--- src/rtl/wb_pkg.sv ---
// rtl/wb_pkg.sv - shared types and constants for the dcache write buffer
package wb_pkg;

   typedef enum logic [2:0] {
      WB_IDLE    = 3'b001,
      WB_REQ     = 3'b010,
      WB_WAIT_OK = 3'b100
   } wb_state_e;

   localparam logic WB_TYPE_WORD = 1'b0;
   localparam logic WB_TYPE_LINE = 1'b1;

   localparam int WB_LINE_OFS = 4;
   localparam int WB_ADDR_W   = 32;
   localparam int WB_SIZE_W   = 3;
   localparam int WB_STRB_W   = 4;
   localparam int WB_DATA_W   = 128;

   typedef struct packed {
      logic                 typ;
      logic [WB_ADDR_W-1:0] addr;
      logic [WB_SIZE_W-1:0] size;
      logic [WB_STRB_W-1:0] wstrb;
      logic [WB_DATA_W-1:0] data;
   } wb_entry_t;

endpackage

--- src/rtl/wb_fifo_mem.sv ---
// rtl/wb_fifo_mem.sv - entry register file with head read, line-compare vector
// and, under WB_MERGE_EN, a read port for the most recently allocated entry
module wb_fifo_mem
   import wb_pkg::*;
#(
   parameter int DEPTH = 4,
   parameter int AW    = $clog2(DEPTH)
) (
   input  logic                               clk,
   input  logic                               we_i,
   input  logic [AW-1:0]                      waddr_i,
   input  wb_entry_t                          wentry_i,
   input  logic [AW-1:0]                      head_i,
   output wb_entry_t                          head_o,
`ifdef WB_MERGE_EN
   input  logic [AW-1:0]                      last_i,
   output wb_entry_t                          last_o,
`endif
   input  logic [WB_ADDR_W-1:WB_LINE_OFS]     query_line_i,
   output logic [DEPTH-1:0]                   match_o
);

   wb_entry_t mem_q [DEPTH];

   always_ff @(posedge clk) begin
      if (we_i) begin
         mem_q[waddr_i] <= wentry_i;
      end
   end

   assign head_o = mem_q[head_i];
`ifdef WB_MERGE_EN
   assign last_o = mem_q[last_i];
`endif

   // Raw per-slot compare; the caller masks it with slot validity.
   always_comb begin
      match_o = '0;
      for (int i = 0; i < DEPTH; i++) begin
         match_o[i] = (mem_q[i].addr[WB_ADDR_W-1:WB_LINE_OFS] == query_line_i);
      end
   end

endmodule

--- src/rtl/dcache_wr_buffer.sv ---
// rtl/dcache_wr_buffer.sv - dcache write buffer draining to the AXI bridge one write at a time;
// define WB_MERGE_EN to merge word stores into the youngest word entry
module dcache_wr_buffer
   import wb_pkg::*;
#(
   parameter int DEPTH = 4
) (
   input  logic         clk,
   input  logic         resetn,
   input  logic         push_valid,
   output logic         push_ready,
   input  logic         push_type,
   input  logic [31:0]  push_addr,
   input  logic [2:0]   push_size,
   input  logic [3:0]   push_wstrb,
   input  logic [127:0] push_data,
   input  logic [31:0]  query_addr,
   output logic         query_hit,
   output logic         empty,
   output logic         wr_req,
   output logic         wr_type,
   output logic [31:0]  wr_addr,
   output logic [2:0]   wr_size,
   output logic [3:0]   wr_wstrb,
   output logic [127:0] wr_data,
   input  logic         wr_rdy,
   input  logic         wr_ok
);

   localparam int AW = $clog2(DEPTH);
   localparam int PW = AW + 1;

   wb_state_e       state_q, state_d;
   logic [PW-1:0]   head_q, head_d, tail_q, tail_d;
   logic [PW-1:0]   count;
   logic            full;
   logic [DEPTH-1:0] valid, match;
   logic [AW-1:0]   slot_ofs;
   logic            merge_ok, push_fire, alloc, pop;
   logic            mem_we;
   logic [AW-1:0]   mem_waddr;
   wb_entry_t       push_entry, mem_wentry, head_entry;
   logic            unused_query_ofs;

   assign count = tail_q - head_q;
   assign full  = (count == PW'(DEPTH));
   assign empty = (count == '0);

   // A slot is live when its distance from head is below the occupancy.
   always_comb begin
      valid    = '0;
      slot_ofs = '0;
      for (int i = 0; i < DEPTH; i++) begin
         slot_ofs = AW'(i) - head_q[AW-1:0];
         valid[i] = ({1'b0, slot_ofs} < count);
      end
   end

   always_comb begin
      push_entry       = '0;
      push_entry.typ   = push_type;
      push_entry.addr  = push_addr;
      push_entry.size  = (push_type == WB_TYPE_LINE) ? 3'd2 : push_size;
      push_entry.wstrb = (push_type == WB_TYPE_LINE) ? 4'b1111 : push_wstrb;
      push_entry.data  = push_data;
   end

`ifdef WB_MERGE_EN
   logic [AW-1:0] last_idx;
   wb_entry_t     last_entry, merged_entry;

   assign last_idx = tail_q[AW-1:0] - 1'b1;

   // The head entry may already be on the bus, so it is never rewritten then.
   assign merge_ok = push_valid && (push_type == WB_TYPE_WORD) && (count != '0)
                     && (last_entry.typ == WB_TYPE_WORD)
                     && (last_entry.addr[31:2] == push_addr[31:2])
                     && !((count == PW'(1)) && (state_q != WB_IDLE));

   always_comb begin
      merged_entry = last_entry;
      for (int b = 0; b < 4; b++) begin
         if (push_wstrb[b]) begin
            merged_entry.data[8*b +: 8] = push_data[8*b +: 8];
         end
      end
      merged_entry.wstrb = last_entry.wstrb | push_wstrb;
      merged_entry.size  = 3'd2;
   end

   assign mem_waddr  = merge_ok ? last_idx : tail_q[AW-1:0];
   assign mem_wentry = merge_ok ? merged_entry : push_entry;
`else
   assign merge_ok   = 1'b0;
   assign mem_waddr  = tail_q[AW-1:0];
   assign mem_wentry = push_entry;
`endif

   assign push_ready = !full || merge_ok;
   assign push_fire  = push_valid && push_ready;
   assign alloc      = push_fire && !merge_ok;
   assign pop        = (state_q == WB_WAIT_OK) && wr_ok;
   assign mem_we     = push_fire;

   assign head_d = head_q + PW'(pop);
   assign tail_d = tail_q + PW'(alloc);

   wb_fifo_mem #(
      .DEPTH (DEPTH)
   ) u_mem (
      .clk          (clk),
      .we_i         (mem_we),
      .waddr_i      (mem_waddr),
      .wentry_i     (mem_wentry),
      .head_i       (head_q[AW-1:0]),
      .head_o       (head_entry),
`ifdef WB_MERGE_EN
      .last_i       (last_idx),
      .last_o       (last_entry),
`endif
      .query_line_i (query_addr[31:WB_LINE_OFS]),
      .match_o      (match)
   );

   assign query_hit = (|(match & valid))
                      || (push_fire && (push_addr[31:WB_LINE_OFS] == query_addr[31:WB_LINE_OFS]));
   assign unused_query_ofs = ^query_addr[WB_LINE_OFS-1:0];

   always_ff @(posedge clk) begin
      if (!resetn) begin
         state_q <= WB_IDLE;
         head_q  <= '0;
         tail_q  <= '0;
      end else begin
         state_q <= state_d;
         head_q  <= head_d;
         tail_q  <= tail_d;
      end
   end

   always_comb begin
      state_d = state_q;
      unique case (state_q)
         WB_IDLE:    if (count != '0) state_d = WB_REQ;
         WB_REQ:     if (wr_rdy)      state_d = WB_WAIT_OK;
         WB_WAIT_OK: if (wr_ok)       state_d = WB_IDLE;
         default:                     state_d = WB_IDLE;
      endcase
   end

   always_comb begin
      wr_req   = (state_q == WB_REQ);
      wr_type  = head_entry.typ;
      wr_addr  = head_entry.addr;
      wr_size  = head_entry.size;
      wr_wstrb = head_entry.wstrb;
      wr_data  = head_entry.data;
   end

endmodule

--- config.mk ---
export PLATFORM = sky130hd
export DESIGN_NAME = dcache_wr_buffer
export DESIGN_NICKNAME = d
export VERILOG_FILES = /design/src/rtl/wb_pkg.sv /design/src/rtl/wb_fifo_mem.sv /design/src/rtl/dcache_wr_buffer.sv
export SDC_FILE = /design/constraint.sdc
export NUM_CORES = 1
export LEC_CHECK = 0
export BUFFER_PORTS_ARGS = -buffer_cell sky130_fd_sc_hd__buf_2
export CAP_MARGIN = 20
export CORE_ASPECT_RATIO = 2
export CORE_UTILIZATION = 61
export DETAILED_ROUTE_END_ITERATION = 10
export PLACE_DENSITY = 0.88
export SYNTH_ARGS = -nofsm -noshare
export SYNTH_HDL_FRONTEND = slang
export SYNTH_SLANG_ARGS = --single-unit
--- constraint.sdc ---
create_clock -name clk -period 27.6 [get_ports clk]
set_input_delay 4.14 -clock clk [delete_from_list [all_inputs] [get_ports clk]]
set_output_delay 4.14 -clock clk [all_outputs]
set_load 0.005 [all_outputs]
# ---- After elaboration in Yosys (flattened, before gate mapping)
# Memory sizes are Yosys's and may differ from the RTL's. A register that Yosys moved wholly into a read port is not among the register bits.
# Cells that the tools add are included.
dict set report word_totals {
  register_bits 9
  latchBits 0
  ram_bits 672
  rom_bits 0
  in_bits 205
  output_inout_bits 172
  n_memories 1
}
dict set report op_classes {
  add_sub_neg 7
  n_mul 0
  div 0
  n_lt_le_gt_ge 4
  n_eq_ne 12
  shifts 0
  n_mux 9
  bitwise 1
  reduce_logical 9
}
# memory depth width rd rd_clocked_by_memory_dff write_ports line_no
set memory_table {}
lappend memory_table {u_mem.mem_q 4 168 5 1 1 wb_fifo_mem.sv:23} ;# wb_entry_t mem_q [DEPTH];
# op n
set op_table {}
lappend op_table {{equality test 28 bit} 5}
lappend op_table {{less-than comparator 2 x 3 -> 1 bit} 4}
lappend op_table {{two-way mux 3 bit} 4}
lappend op_table {{case mux 3 bit (3 select lines)} 1}
lappend op_table {{adder 3 x 1 -> 3 bit} 2}
lappend op_table {{equality test 3 bit, second input constant} 2}
lappend op_table {{bitwise AND 4 bit} 1}
lappend op_table {{two-way mux 4 bit} 1}
lappend op_table {{!= test 2 bit, second input constant} 2}
lappend op_table {{OR reduction 4 bit} 1}
lappend op_table {{subtractor 1 x 2 -> 2 bit, first input constant} 2}
lappend op_table {{subtractor 2 bit, first input constant} 2}
lappend op_table {{equality test 3 x 1 -> 1 bit, second input constant} 1}
lappend op_table {{equality test 3 x 2 -> 1 bit, second input constant} 1}
lappend op_table {{logical AND 1 bit} 3}
lappend op_table {{logical NOT 3 bit} 1}
lappend op_table {{AND reduction 3 bit} 1}
lappend op_table {{nonzero test 3 bit} 1}
lappend op_table {{subtractor 3 bit} 1}
lappend op_table {{two-way mux 1 bit} 2}
lappend op_table {{two-way mux 2 bit} 1}
lappend op_table {{!= test 2 x 1 -> 1 bit, second input constant} 1}
lappend op_table {{logical NOT 1 bit} 1}
lappend op_table {{logical OR 1 bit} 1}

# ---- Longest topological paths before layout
# Gate-level depths: netlist (run 1).
dict set report depth {
  depth_word 6
  mapped_depth 12
}

# ---- Modules after synthesis
# A second synthesis (run 1) with hierarchy kept.
dict set report unflattened {
  hier_cells 1151
  hier_area_um2 26489.2
}
# module n_inst cells_per_inst area_each_um2 seq_area_each_um2
set by_module_without_submodules {}
lappend by_module_without_submodules {wb_fifo_mem 1 1040 25513.2 20179.4}
lappend by_module_without_submodules {dcache_wr_buffer 1 111 975.9 180.2}

# ---- Worst setup path after synthesis (run 1)
# No wires, ideal clock.
dict set report synth_path {
  path_kind {input-to-reg}
  start {input port push_valid}
  end {memory u_mem.mem_q[0][0] (netlist bit) (enable)}
  arrival_ns 15.509
  path_slack_ns 11.189
  path_stages 2
  path_buffers 0
  path_cell_list {nand2_2 -> nor3_1}
}
dict set report synth_between {
  elab_chain_len 3
}
# element line_no
set synth_lines {}
lappend synth_lines {{start, declared} dcache_wr_buffer.sv:10} ;# input logic push_valid,
lappend synth_lines {{logical AND 1 bit} dcache_wr_buffer.sv:100} ;# assign push_fire = push_valid && push_ready;
lappend synth_lines {{two-way mux 1 bit} wb_fifo_mem.sv:26} ;# if (we_i) begin
lappend synth_lines {{two-way mux 1 bit (implied by the code)} wb_fifo_mem.sv:27} ;# mem_q[waddr_i] <= wentry_i;
lappend synth_lines {{end, declared} wb_fifo_mem.sv:23}
# Every way passes these cells.

# ---- Final worst setup path (run 1)
dict set report layout_path {
  start {input port query_addr[20]}
  end {output port query_hit}
}
dict set report layout_between {
  elab_chain_len 4
}
# element line_no
set layout_lines {}
lappend layout_lines {{start, declared} dcache_wr_buffer.sv:17} ;# input logic [31:0] query_addr,
lappend layout_lines {{equality test 28 bit} wb_fifo_mem.sv:40} ;# match_o[i] = (mem_q[i].addr[WB_ADDR_W-1:WB_LINE_OFS] == query_line_i);
lappend layout_lines {{bitwise AND 4 bit} dcache_wr_buffer.sv:125} ;# assign query_hit = (|(match & valid))
lappend layout_lines {{OR reduction 4 bit} dcache_wr_buffer.sv:125}
lappend layout_lines {{logical OR 1 bit (*)} dcache_wr_buffer.sv:126} ;# || (push_fire && (push_addr[31:WB_LINE_OFS] == query_addr[31:WB_LINE_OFS]));
lappend layout_lines {{end, declared} dcache_wr_buffer.sv:18} ;# output logic query_hit,
# Mark *: on every way between the ends. The rest lies on a longest branch, timed or not.

==> metrics.yaml, run 1 <==
detailedPlacementHpwl_mm: 37.6
grt_overflow: 0
synthDominantCellAreaShare_pct: 76.3
worst_clock_skew_ns: 0.0212
fp.dieArea_mm2: 0.0443
power.static_leakage_nw: 10.1
area_of_the_core_region_mm2: 0.0427
pin_count: 377
syn-num-nets: 1390
cts.hold.buffers_added: 0
cts.sink_count: 681
worst-slew-pin-transition_ns: 1.13
final.period_utilization_pct: 36.0
placement_rows: 107
groute.layer.met3.usage_pct: 4.71
ctsRootBufferMaster: "clkbuf_16"
worst_r2r_path_depth: 8
postSynthAreaPerCell_um2: 22.6
syn_area_mm2: 0.0265
synth_area_leader_cell: "edfxtp_1"
grt_setup_unrepaired: "no"
cts_buffers: 54
layout.cell_area.non_filler_mm2: 0.0306
clock_insertion_delay_worst_skew_ns: 0.57
dp.cells: 2037
cts.reportedPaths.clkPinSlew_ns: 0.07
tns_ns: 0
critPathLaunchType: "primary input"
cts_tree: "yes"
maximum_vdd_drop_mv: 0.0734
syn2layout_area_growth_pct: 15.5
syn-instance-count: 1172
r2r_end: "u_mem.mem_q[3][24]"
r2r_start: "head_q[1]"
cts_repair_resize_count: 0
synth_seq_area_share_pct: 76.9
remaining_drc_errors: 0
grt_pass1_wl_mm: 85.7
number_of_cells_in_the_finished_layout_apart_from_fillers: 2144
gr-usage-all-layers_pct: 27.4
antenna_found_initial: 18
synth.ff_latch_count: 681
initial_core_util_pct: 62.0
synthTopCellsByCount: "edfxtp_1 (672), mux4_2 (168), xnor2_1 (84)"
routed_wl_mm: 59.5
cts_setup_buffers: 0
setup.worst_path.end: "query_hit"
vias: 13100
groute.layer.met2.usage_pct: 48.8
worst_hold_check_path_type: "flip-flop to flip-flop"
cts-root-to-sink-buffers: 3
die_height_um: 297
grt_max_degree: 125
detail-route-antenna-nets: 0
ctsHtreeMaxLevel: 2
first_iter_violations: 858
port_buffers: 372
run_status: "finished clean"
slew-limit-headroom_pct: 25.0
startpoint_of_the_worst_setup_timing_path: "query_addr[20]"
required_ns: 23.46
drt_pre_antenna_iters: 6
fmax_ghz: 0.101
critPathCaptureType: "output port"
regToRegSetupSlack_ns: 23.17
synth_enable_flop_cells: 672
grt_util_met1_pct: 29.6
final_max_slew_viol_count: 0
post_drt_via_cell_ratio: 6.10
synth_ff_type: "edfxtp_1"
avgRoutedWirePerCell_um: 27.7
synth.distinct_cells: 35
report.final.hold_viol_count: 0
timing.final.crit_period_ns: 9.94
dpl_cell_area_mm2: 0.0289
finish.net_count: 1766
cp.arrival_ns: 5.80
die_w_um: 149
worst-setup-path-type: "primary input to output port"
gp_congestion: 0.977
grt_busiest_layer: "met2"
synth-async-reset-ratio_pct: 0
max_cap_violations: 0
yosysWarningCount: 0
report.final.setup_viol: 0
power.density_cell_area_mw_per_mm2: 68.2
final_core_utilization_pct: 71.6
synthMostInstantiatedCell: "edfxtp_1"
share_of_layout_cells_above_drive_strength_1_pct: 40.6
first_global_vias: 14100
synth_top_cells_by_area: "edfxtp_1 (76%), mux4_2 (14%), xnor2_1 (2.8%)"
critPathMaxFanout: 5
[state kept, by name (all words and copies together) (netlist names)]
| name | count |
|---|---|
| u_mem.mem_q | 672 |
| state_q | 3 |
| tail_q | 3 |
| head_q | 3 |
[final cells by class]
cell class / count / area (um^2)
multi-input cells: 418 / 5820
inverters: 7 / 26.3
well taps: 545 / 682
fillers: 2441 / 12100
repair buffers: 386 / 1980
clock inverters: 36 / 275
diodes: 13 / 32.5
flip-flops and latches: 681 / 20400
clock buffers: 58 / 1390
[how the worst min path moves through the flow]
| stage | start | to | slack, ns | cells after the start |
|---|---|---|---|---|
| after floorplan | state_q[0] | state_q[2] | 0.45 | 1 |
| after global placement | state_q[0] | state_q[2] | 0.47 | 1 |
| after detailed placement | state_q[0] | state_q[2] | 0.50 | 1 |
| after CTS | state_q[0] | state_q[2] | 0.50 | 1 |
| after global routing | state_q[0] | state_q[2] | 0.52 | 1 |
| final | state_q[0] | state_q[2] | 0.50 | 1 |
[metrics by stage]
stage          setup slack (ns)  power [mW]  hold slack, ns
2_1_floorplan             11.19        1.31           0.450
3_3_place_gp              17.78        1.36           0.466
3_5_place_dp              17.78        1.37           0.498
4_1_cts                   17.78        2.10           0.501
5_1_grt                   17.68        2.14           0.521
6_report                  17.66        2.08           0.502
[power by group]
| group | internal, mW | switching, mW |
|---|---|---|
| clock network | 0.399 | 0.337 |
| logic | 0.0574 | 0.0848 |
| registers | 1.19 | 0.0160 |
| total | 1.65 | 0.437 |
[cell families (layout without fill, tap and decap cells)]
group	after synthesis	in the layout	synth area share, %
xor+xnor	144	144	4.83
fa+ha+maj	13	13	0.643
mux	168	168	14.3
simple gates	83	83	1.96
buf+inv	73	487	1.13
compound gates	10	10	0.199
flops	681	681	76.9
other cells	0	13	0
[worst max-delay path: stages]
cell and delay [ns]:
buf_2 0.15, xnor2_1 0.18, nand4_1 0.30, nor4_1 0.64
nand3_1 0.16, nand3_1 0.11, buf_2 0.12
[metal layers]
layer / wire (um) / part of all wire [%] / vias up
li1: - / - / 5593
met1: 18600 / 31 / 6616
met2: 32700 / 55 / 674
met3: 4030 / 6.8 / 177
met4: 4110 / 6.9 / 8
met5: 52 / 0.087 / -
[cell usage in the layout, fill, tap and decap left out, types with 2 or more instances in the layout]
master      synthesis  final
a21oi_1             2      2
a31oi_1             2      2
and2_1              6      6
and3_4              1      3
buf_2              20    372
buf_4               0     13
bufinv_16           0      4
clkbuf_1           40      3
clkbuf_16           0     55
clkinv_1            0     17
clkinv_2            0      9
clkinvlp_4          0      5
dfxtp_1             9      7
dfxtp_4             0      2
diode_2             0     13
edfxtp_1          672    672
ha_1               12     12
inv_1               7      7
mux4_2            168    168
nand3_1             3      3
nand4_1            24     24
nor2_1              5      5
nor2b_1             5      5
nor3_1              6      4
nor3_2              0      2
nor4_1             17     17
o21ai_0             4      4
o21ai_1             2      2
or2_2               5      5
xnor2_1            84     84
xor2_1             59     59
No activity file was read; power rests on OpenSTA's default activity.
==> inputs of run 2 (changes only) <==
--- a/config.mk
+++ b/config.mk
@@ -8,9 +8,9 @@
 export BUFFER_PORTS_ARGS = -buffer_cell sky130_fd_sc_hd__buf_2
 export CAP_MARGIN = 20
 export CORE_ASPECT_RATIO = 2
-export CORE_UTILIZATION = 61
+export CORE_UTILIZATION = 52
 export DETAILED_ROUTE_END_ITERATION = 10
-export PLACE_DENSITY = 0.88
+export PLACE_DENSITY = 0.8
 export SYNTH_ARGS = -nofsm -noshare
 export SYNTH_HDL_FRONTEND = slang
 export SYNTH_SLANG_ARGS = --single-unit
==> constraint.sdc (replaced) <==
create_clock -name clk -period 8.5 [get_ports clk]
set_input_delay 1.275 -clock clk [delete_from_list [all_inputs] [get_ports clk]]
set_output_delay 1.275 -clock clk [all_outputs]
set_load 0.005 [all_outputs]
==> metrics.yaml, run 2 (same netlist as run 1, synthesis figures left out) <==
gr-usage-all-layers_pct: 22.5
post_drt_via_cell_ratio: 5.73
area_of_the_core_region_mm2: 0.0501
detailedPlacementHpwl_mm: 37.4
port_buffers: 372
detail-route-antenna-nets: 0
mostFrequentLayoutCell: "edfxtp_1"
vias: 12900
post-layout-total-power_mw: 6.84
register_ranked_first_by_flip_flop_count: "u_mem.mem_q"
final.period_utilization_pct: 56.2
timing.final.crit_period_ns: 4.78
run_status: "finished clean"
worst-setup-path-type: "flip-flop to output port"
die_height_um: 321
timing.critical_path.buf_inv: 3
syn2layout_area_growth_pct: 16.4
number_of_cells_in_the_finished_layout_apart_from_fillers: 2254
critPathSlowestCell: "dfxtp_4"
ctsRootBufferMaster: "clkbuf_16"
first_iter_violations: 851
final_cell_mix: "edfxtp_1 (672), buf_2 (372), mux4_2 (168), xnor2_1 (84), xor2_1 (59)"
finish.net_count: 1766
grt_pass1_wl_mm: 84.1
required_ns: 7.22
antenna_found_initial: 23
fmax_ghz: 0.209
fp.dieArea_mm2: 0.0518
cp_slowest_stage_delay_ns: 0.72
tns_ns: 0
worst_hold_check_path_type: "flip-flop to flip-flop"
final_max_slew_viol_count: 0
final_worst_hold_slack_ns: 0.509
clock_insertion_delay_worst_skew_ns: 0.60
chain_of_cells_forming_the_critical_path: "ha_1 > inv_1 > fa_1 > inv_1 > ha_1 > nor2b_1 > o21ai_0 > nand4_1 > nor2_1 > a31oi_1 > nand3_1 > buf_2"
avgRoutedWirePerCell_um: 25.8
worst_clock_skew_ns: 0.0179
cts.reportedPaths.clkPinSlew_ns: 0.07
grt_overflow: 0
remaining_drc_errors: 0
cts_buffers: 55
drt_pre_antenna_iters: 5
ctsHtreeMaxLevel: 2
dp.cells: 2140
pin_count: 377
routed_wl_mm: 58.2
die_w_um: 162
cts-root-to-sink-buffers: 3
cts_repair_resize_count: 0
share_of_layout_cells_above_drive_strength_1_pct: 40.6
first_global_vias: 13900
critPathMaxFanout: 28
maximum_vdd_drop_mv: 0.221
cts.hold.buffers_added: 0
cts_setup_buffers: 0
grt_max_degree: 172
cts.sink_count: 681
placement_rows: 116
critPathLaunchType: "flip-flop"
max_cap_violations: 0
power.static_leakage_nw: 10.2
report.final.setup_viol: 0
critical_path.top_delay_family: "adder cells"
initial_core_util_pct: 52.8
largest_reg_flops: 672
power.density_cell_area_mw_per_mm2: 222
slew-limit-headroom_pct: 25.7
worst-slew-pin-transition_ns: 1.11
cts_tree: "yes"
gp_congestion: 0.924
critPathCaptureType: "output port"
grt_setup_unrepaired: "no"
cp.arrival_ns: 3.50
report.final.hold_viol_count: 0
[run 2: cell count changes in the layout (fill, tap and decap cells not counted), sizes merged]
cell and change:
clkbuf +7, diode +2, clkinvlp -3, buf -1, bufinv +1
[run 2: final cells by class]
type | instances | area, um^2
well taps | 649 | 812
clock buffers | 65 | 1440
repair buffers | 385 | 1980
clock inverters | 34 | 307
fillers | 3456 | 19300
multi-input cells | 418 | 5830
flip-flops and latches | 681 | 20400
inverters | 7 | 26.3
diodes | 15 | 37.5
[run 2: metal layers]
layer  track usage, %  wire length, um  vias to the layer above
met5                0               78                        -
met2             40.6            31700                      529
met1             23.8            19100                     6629
met4             13.5             3440                       14
li1                 -                -                     5597
met3             4.64             3890                      157
[run 2: final timing paths]
| check | startpoint | to | slack, ns | cells after the start |
|---|---|---|---|---|
| hold reg to reg | state_q[0] | state_q[2] | 0.51 | 1 |
| setup reg to reg | head_q[0] | u_mem.mem_q[3][115] | 4.32 | 9 |
| setup / recovery | head_q[0] | query_hit | 3.72 | 12 |
| hold / removal | state_q[0] | state_q[2] | 0.51 | 1 |
[run 2: report_power, final]
part           switching, mW  internal, mW  leakage, nW  total [mW]
clock                   1.11          1.36        0.851        2.47
sequential            0.0472          3.86         6.24        3.91
combinational          0.271         0.187         3.07       0.458
[run 2: worst register-to-register path, delay by kind of cell, from the launching register on]
| kind | cells | cell delay, ns |
|---|---|---|
| flip-flops | 1 | 0.72 |
| buffers and inverters | 3 | 1.05 |
| AND/OR/NAND/NOR | 3 | 1.00 |
| adder cells (fa/ha/maj) | 2 | 0.61 |
| XOR/XNOR | 1 | 0.28 |
[run 2: metrics by stage]
step	setup WS [ns]	utilization (%)	area [um^2]
detailed placement	4.22	58.0	29000
global route	3.47	61.5	30800
finish	3.72	61.5	30800
floorplan	-0.408	-	26500
global placement	4.20	58.0	29000
CTS	3.62	61.4	30800
==> inputs of run 3 (changes only) <==
--- a/config.mk
+++ b/config.mk
@@ -8,9 +8,9 @@
 export BUFFER_PORTS_ARGS = -buffer_cell sky130_fd_sc_hd__buf_2
 export CAP_MARGIN = 20
 export CORE_ASPECT_RATIO = 2
-export CORE_UTILIZATION = 52
+export CORE_UTILIZATION = 57
 export DETAILED_ROUTE_END_ITERATION = 10
-export PLACE_DENSITY = 0.8
+export PLACE_DENSITY = 0.83
 export SYNTH_ARGS = -nofsm -noshare
 export SYNTH_HDL_FRONTEND = slang
 export SYNTH_SLANG_ARGS = --single-unit
==> constraint.sdc (replaced) <==
create_clock -name clk -period 5 [get_ports clk]
set_input_delay 0.75 -clock clk [delete_from_list [all_inputs] [get_ports clk]]
set_output_delay 0.75 -clock clk [all_outputs]
set_load 0.005 [all_outputs]
==> metrics.yaml, run 3 (same netlist as run 1, synthesis figures left out) <==
run_status: "finished clean"
worst-slew-pin-transition_ns: 1.33
number_of_cells_in_the_finished_layout_apart_from_fillers: 2164
drt_pre_antenna_iters: 5
dp.cells: 2055
final_core_utilization_pct: 67.0
worst-setup-path-type: "flip-flop to output port"
critical_path.top_delay_family: "buffers and inverters"
largest_reg_flops: 672
post_drt_via_cell_ratio: 5.99
finish.net_count: 1763
cts_tree: "yes"
initial_core_util_pct: 57.7
cts-root-to-sink-buffers: 3
preCtsSetupSlack_ns: 1.19
die_height_um: 307
routed_wl_mm: 58.8
area_of_the_core_region_mm2: 0.0458
die_w_um: 154
maximum_vdd_drop_mv: 0.416
timing.critical_path.buf_inv: 3
avgRoutedWirePerCell_um: 27.2
mostFrequentLayoutCell: "edfxtp_1"
ctsHtreeMaxLevel: 2
critPathMaxFanout: 49
required_ns: 4.25
power.density_cell_area_mw_per_mm2: 375
placement_rows: 111
critPathCaptureType: "output port"
cts.hold.buffers_added: 0
power.static_leakage_nw: 10.1
ctsRootBufferMaster: "clkbuf_16"
vias: 13000
dpl_cell_area_mm2: 0.0290
register_ranked_first_by_flip_flop_count: "u_mem.mem_q"
fillCellCount: 2924
grt_pass1_wl_mm: 84.8
cts_buffers: 53
port_buffers: 372
final_cell_mix: "edfxtp_1 (672), buf_2 (372), mux4_2 (168), xnor2_1 (84), xor2_1 (59)"
gp_congestion: 0.977
post-layout-total-power_mw: 11.5
pin_count: 377
slew-limit-headroom_pct: 11.3
cts_setup_buffers: 0
critPathSlowestCell: "buf_4"
first_iter_violations: 926
cts.sink_count: 681
final_worst_setup_slack_ns: 1.07
max_cap_violations: 0
syn2layout_area_growth_pct: 16.0
share_of_layout_cells_above_drive_strength_1_pct: 40.5
timing.final.crit_period_ns: 3.93
fp.dieArea_mm2: 0.0473
detailedPlacementHpwl_mm: 37.4
antenna_found_initial: 18
tns_ns: 0
seq_area_mm2: 0.0204
gr-usage-all-layers_pct: 25.1
chain_of_cells_forming_the_critical_path: "buf_4 > xor2_1 > inv_1 > ha_1 > nor2b_1 > o21ai_0 > nand4_1 > nor2_1 > a31oi_1 > nand3_1 > buf_2"
cts_repair_resize_count: 0
detail-route-antenna-nets: 0
layout.cell_area.non_filler_mm2: 0.0307
cp_slowest_stage_delay_ns: 0.77
worst_clock_skew_ns: 0.00822
critPathLaunchType: "flip-flop"
multi_input_gate_area_in_the_final_layout_mm2: 0.00585
report.final.hold_viol_count: 0
final_max_slew_viol_count: 0
remaining_drc_errors: 0
cp.arrival_ns: 3.18
worst_hold_check_path_type: "primary input to flip-flop"
grt_overflow: 0
final.period_utilization_pct: 78.6
report.final.setup_viol: 0
clock_insertion_delay_worst_skew_ns: 0.59
final_worst_hold_slack_ns: 0.373
cts.reportedPaths.clkPinSlew_ns: 0.07
fmax_ghz: 0.255
grt_setup_unrepaired: "no"
first_global_vias: 14000
grt_max_degree: 171
==> run 3: metal layers <==
metal  GRT usage, %  vias to the layer above  routed length, um
met5              0                        -                 46
met2           45.0                      521              32100
li1               -                     5592                  -
met4           17.4                        8               4150
met3           4.93                      158               3420
met1           26.3                     6686              19100
==> run 3: cell type report <==
| class | instances | area share [%] |
|---|---|---|
| Sequential cell | 681 | 66.3 |
| Clock inverter | 31 | 0.819 |
| Tap cell | 565 | 2.30 |
| Clock buffer | 65 | 4.60 |
| Multi-Input combinational cell | 418 | 19.1 |
| Antenna cell | 13 | 0.106 |
| Inverter | 7 | 0.110 |
| Timing Repair Buffer | 384 | 6.64 |
==> run 3: worst paths after layout <==
path	slack [ns]	to	from	depth (start not counted)
worst max-delay path	1.07	query_hit	head_q[0]	11
worst min-delay path	0.37	u_mem.mem_q[0][9]	push_data[9]	1
worst max register to register	1.30	u_mem.mem_q[2][98]	head_q[0]	8
worst min register to register	0.52	state_q[2]	state_q[0]	1
==> run 3: power breakdown <==
group | internal [mW] | total [mW] | switching (mW)
combinational | 0.321 | 0.791 | 0.470
clock | 2.21 | 4.07 | 1.85
sequential | 6.57 | 6.65 | 0.0826
total | 9.10 | 11.5 | 2.40
